File: src/rtl/ss_comparator.sv
// Signal-strength comparator with compare/subtract modes and a tick-gated
// scheduled update of DELAY game ticks.
module ss_comparator #(
    parameter int unsigned SS_W    = 4,
    parameter int unsigned DELAY   = 1,
    parameter int unsigned INIT_SS = 0
) (
    input  logic            i_clk,
    input  logic            i_rst_n,
    input  logic            i_tick,
    input  logic            i_mode,
    input  logic [SS_W-1:0] i_rear,
    input  logic [SS_W-1:0] i_side_a,
    input  logic [SS_W-1:0] i_side_b,
    output logic [SS_W-1:0] o_ss,
    output logic            o_pwr,
    output logic            o_busy,
    output logic            o_changed
);

    localparam int unsigned      CNT_W    = $clog2(DELAY + 1);
    localparam logic [CNT_W-1:0] CNT_LOAD = CNT_W'(DELAY - 1);
    localparam logic [CNT_W-1:0] CNT_ONE  = CNT_W'(1);
    localparam logic [SS_W-1:0]  SS_INIT  = SS_W'(INIT_SS);

    // Reject illegal parameterisations at elaboration.
    generate
        if (DELAY < 1) begin : g_bad_delay
            $error("ss_comparator: DELAY must be >= 1");
        end
        if (64'(INIT_SS) >= (64'd1 << SS_W)) begin : g_bad_init
            $error("ss_comparator: INIT_SS must fit in SS_W bits");
        end
    endgenerate

    typedef enum logic {
        ST_IDLE = 1'b0,
        ST_WAIT = 1'b1
    } state_t;

    state_t           state;
    state_t           state_n;
    logic [CNT_W-1:0] cnt;
    logic [CNT_W-1:0] cnt_n;
    logic [SS_W-1:0]  ss_n;
    logic             changed_n;
    logic [SS_W-1:0]  side;
    logic [SS_W-1:0]  target;

    // Target strength: strongest side input gates (compare) or reduces (subtract) the rear.
    always_comb begin
        side   = (i_side_a >= i_side_b) ? i_side_a : i_side_b;
        target = '0;
        if (i_mode) begin
            if (i_rear > side) begin
                target = i_rear - side;
            end
        end else if (i_rear >= side) begin
            target = i_rear;
        end
    end

    always_ff @(posedge i_clk or negedge i_rst_n) begin
        if (!i_rst_n) begin
            state     <= ST_IDLE;
            cnt       <= '0;
            o_ss      <= SS_INIT;
            o_changed <= 1'b0;
        end else begin
            state     <= state_n;
            cnt       <= cnt_n;
            o_ss      <= ss_n;
            o_changed <= changed_n;
        end
    end

    // Next-state: expiry samples the target on the expiry tick itself, not the trigger tick.
    always_comb begin
        state_n   = state;
        cnt_n     = cnt;
        ss_n      = o_ss;
        changed_n = 1'b0;
        if (i_tick) begin
            case (state)
                ST_IDLE: begin
                    if (target != o_ss) begin
                        if (DELAY == 1) begin
                            ss_n      = target;
                            changed_n = 1'b1;
                        end else begin
                            cnt_n   = CNT_LOAD;
                            state_n = ST_WAIT;
                        end
                    end
                end
                ST_WAIT: begin
                    if (cnt > CNT_ONE) begin
                        cnt_n = cnt - CNT_ONE;
                    end else begin
                        ss_n      = target;
                        changed_n = (target != o_ss);
                        cnt_n     = '0;
                        state_n   = ST_IDLE;
                    end
                end
                default: begin
                    state_n = ST_IDLE;
                    cnt_n   = '0;
                end
            endcase
        end
    end

    assign o_pwr  = |o_ss;
    assign o_busy = (state == ST_WAIT);

endmodule

File: config.mk
export PLATFORM = sky130hd
export DESIGN_NAME = ss_comparator
export DESIGN_NICKNAME = d
export VERILOG_FILES = /design/src/rtl/ss_comparator.sv
export SDC_FILE = /design/constraint.sdc
export NUM_CORES = 1
export LEC_CHECK = 0
export ABC_AREA = 1
export CAP_MARGIN = 15
export CORE_MARGIN = 1.5
export CORE_UTILIZATION = 45
export CTS_CLUSTER_SIZE = 25
export DETAILED_ROUTE_END_ITERATION = 8
export MAX_ROUTING_LAYER = met4
export PLACE_DENSITY = 0.9
export SYNTH_ARGS = -nofsm -noshare
export SYNTH_HDL_FRONTEND = slang
export SYNTH_SLANG_ARGS = --single-unit
export TNS_END_PERCENT = 5
File: constraint.sdc
create_clock -name i_clk -period 1.15 [get_ports i_clk]
set_input_delay 0.23 -clock i_clk [delete_from_list [all_inputs] [get_ports i_clk]]
set_output_delay 0.23 -clock i_clk [all_outputs]
set_load 0.02 [all_outputs]
==> flow_metrics.env <==
export IMPL_run_status="finished with violations"
export IMPL_violations="setup timing"
export IMPL_worstSkewPairLatency_ns=0.24
export IMPL_vias=877
export IMPL_port_buffers=21
export IMPL_r2r_slack_ns=-0.06
export IMPL_post_route_min_period_ns=2.67
export IMPL_drtAntennaViolNets=0
export IMPL_timing_final_ws_setup_ns=-1.52
export IMPL_ys_warn_count=0
export IMPL_hold_viol=0
export IMPL_antenna_found_initial=0
export IMPL_wl_um=2180
export IMPL_clock_sinks=5
export IMPL_tritoncts="yes"
export IMPL_postSynthAreaPerCell_um2=6.64
export IMPL_max_cap_violations=0
export IMPL_seq_area_frac_synth_pct=17.6
export IMPL_ys_flop_type="dfrtp_1"
export IMPL_clockBufferDepth=2
export IMPL_hold_ws_ns=0.210
export IMPL_crit_path_start="i_side_b[2]"
export IMPL_clk_root_buffer_cell="clkbuf_4"
export IMPL_endpoint="o_ss[0]"
export IMPL_first_iter_violations=29
export IMPL_fp_row_count=14
export IMPL_grt_use_total_pct=25.0
export IMPL_drc=0
export IMPL_slew_viol_final=0
export IMPL_grt_max_degree=7
export IMPL_path_clk_slew_ns=0.05
export IMPL_num_fill_cells=88
export IMPL_finalClockSkew_ns=0.00449
export IMPL_coreArea_mm2=0.00149
export IMPL_crit_buf_inv=3
export IMPL_synthXorXnorAreaFrac_pct=1.23
export IMPL_grt_first_pass_wirelength_um=3300
export IMPL_path_max_fanout=5
export IMPL_syn_nets=132
export IMPL_die_w_um=42.7
export IMPL_fmax_ghz=0.375
export IMPL_fin_util_pct=83.6
export IMPL_path_cells="dlygate4sd2_1, inv_2, ha_4, o211ai_1, nand3_2, nor2_1, a21oi_1, ha_2, fa_2, inv_2, nand2_1, nand2_1, nand2_2, nor2_2, nand3_1, nand2_1, nand2_1, nand2_1, nand3_2, nand2_2, nand2_1, nand2_1"
export IMPL_p_leak_nw=0.655
export IMPL_arrival_ns=2.83
export IMPL_synthCells=107
export IMPL_dr_pass1_iters=4
export IMPL_synth_top_family_by_area="simple AND/OR/NAND/NOR gates"
export IMPL_dp_hpwl_um=1570
export IMPL_cts_hold_buf=0
export IMPL_wl_per_cell_um=12.6
export IMPL_place_ws_ns=-2.24
export IMPL_finalPower_mw=1.52
export IMPL_grt_overflow_total=0
export IMPL_fin_nets=183
export IMPL_ir_drop_mv=1.05
export IMPL_cp_top_family="simple AND/OR/NAND/NOR gates"
export IMPL_synthAdderAreaFrac_pct=16.9
export IMPL_drive_gt1_share_pct=43.3
export IMPL_worstRegToRegCells=9
export IMPL_diodes=0
export IMPL_yosys_top_cells_count="nand2_1, inv_1, ha_1, nand3_1, nor2_1"
export IMPL_yosys_area_top_type="dfrtp_1"
export IMPL_numCtsBuffers=3
export IMPL_fin_cells=173
export IMPL_rsz0062_at_grt="true"
export IMPL_finalCritPeriodShare_pct=232
export IMPL_synth_edf_count=0
export IMPL_drt_vias_per_instance=5.07
export IMPL_grt_pass1_vias=853
export IMPL_synth_async_sr_flop_share_pct=100
export IMPL_rr_endpoint="o_ss[0]"
export IMPL_die_area_mm2=0.00183
export IMPL_synth_top_cell_area_share_pct=17.6
export IMPL_cts_max_level=1
export IMPL_crit_type="in2reg"
export IMPL_area_delta_synth_final_pct=75.2
export IMPL_yosysMostFrequentCell="nand2_1"
export IMPL_yosys_top_cells_area="dfrtp_1, ha_1, nand2_1, inv_1, nand3_1"
export IMPL_synth_compound_area_share_pct=8.10
export IMPL_start_kind="input port"
export IMPL_yosys_area_share_simple_pct=40.3
export IMPL_synth_distinct_cells=24
export IMPL_cp_common_cell="nand2_1"
export IMPL_placedCellCount=166
export IMPL_cp_slowest_stage_delay_ns=0.36
export IMPL_hold_path_class="in2async"
export IMPL_die_y_um=42.7
export IMPL_synth_area_um2=711
export IMPL_initial_utilization_pct=47.7
export IMPL_place_gp_congestion=0.916
export IMPL_slowest_stage="fa_2"
export IMPL_cp_depth=22
export IMPL_setup_violations_final=7
export IMPL_ys_seq_elements=5
export IMPL_power_density_mw_per_mm2=1220
export IMPL_worstPathRequired_ns=1.32
export IMPL_reg2reg_from="o_ss[2]"
export IMPL_boundaryPins=23
export IMPL_muxShareOfSynthArea_pct=3.17
export IMPL_end_kind="flip-flop"
==> cell families (layout without fill, tap and decap cells) <==
family / Yosys count / in the layout
compound gates: 11 / 11
xor+xnor: 1 / 1
fa+ha+maj: 9 / 9
buf+inv: 22 / 72
flops: 5 / 5
mux: 2 / 2
other cells: 1 / 1
simple gates: 56 / 56
==> final cells by class <==
class / count / area (µm²) / share of cell area, %
multi-input combinational: 80 / 576 / 46.2
timing repair buffer: 47 / 407 / 32.7
sequential: 5 / 125 / 10.1
inverter: 21 / 91.3 / 7.34
clock buffer: 4 / 26.3 / 2.11
tap: 16 / 20.0 / 1.61
==> cell usage in the layout (no fill, tap or decap), types with 5 or more instances in the layout <==
master,instances
nand2_1,24
nand3_2,5
a21oi_1,5
nand3_1,6
inv_1,15
buf_4,25
dfrtp_1,5
buf_6,5
nor2_1,7
inv_2,5
clkdlybuf4s15_1,5
clkdlybuf4s50_1,7
nand2_2,5
==> stage by stage <==
step | area [µm²] | TNS, ns
6_report | 1240 | -6.95
4_1_cts | 1210 | -6.47
3_3_place_gp | 1140 | -10.98
3_5_place_dp | 1140 | -11.53
5_1_grt | 1240 | -7.81
2_1_floorplan | 746 | -6.27
==> registers in the layout (all words and copies together), names as in the netlist <==
signal / cells
o_changed: 1
o_ss: 4
==> worst reg2reg max path, delay by kind of cell (launching register included) <==
family                 cells  cell delay, ns
and+or+nand+nor            7            0.53
DFF                        1            0.39
buffers and inverters      2            0.22
==> per-layer routing <==
metal | wire length (µm) | track usage (%) | vias up | share of wire, %
met5 | 0 | - | - | 0
met1 | 910 | 28.2 | 404 | 42
met3 | 93 | 3.83 | 6 | 4.3
met4 | 67 | 11.3 | 0 | 3.1
li1 | - | - | 442 | -
met2 | 1100 | 43.0 | 25 | 51
==> how the worst min path moves through the flow <==
stage | to | slack, ns | cells past startpoint
after global placement | o_ss[0] | 0.46 | 1
after CTS | o_ss[3] | 0.21 | 1
after detailed placement | o_changed | 0.46 | 1
after floorplan | o_changed | -0.07 | 0
after global routing | o_changed | 0.22 | 1
final | o_changed | 0.21 | 1
==> report_power, final <==
group	internal, mW	switching [mW]
logic	0.512	0.555
registers	0.221	0.0335
clock network	0.131	0.0704
total	0.864	0.659
==> repair_timing <==
action	4_1_cts	5_1_grt
setup endpoints to repair	11	11
resized for setup	54	10
pin swaps	23	3
buffers inserted	2	1
gates cloned	0	0
No activity file was read; power rests on OpenSTA's default activity.
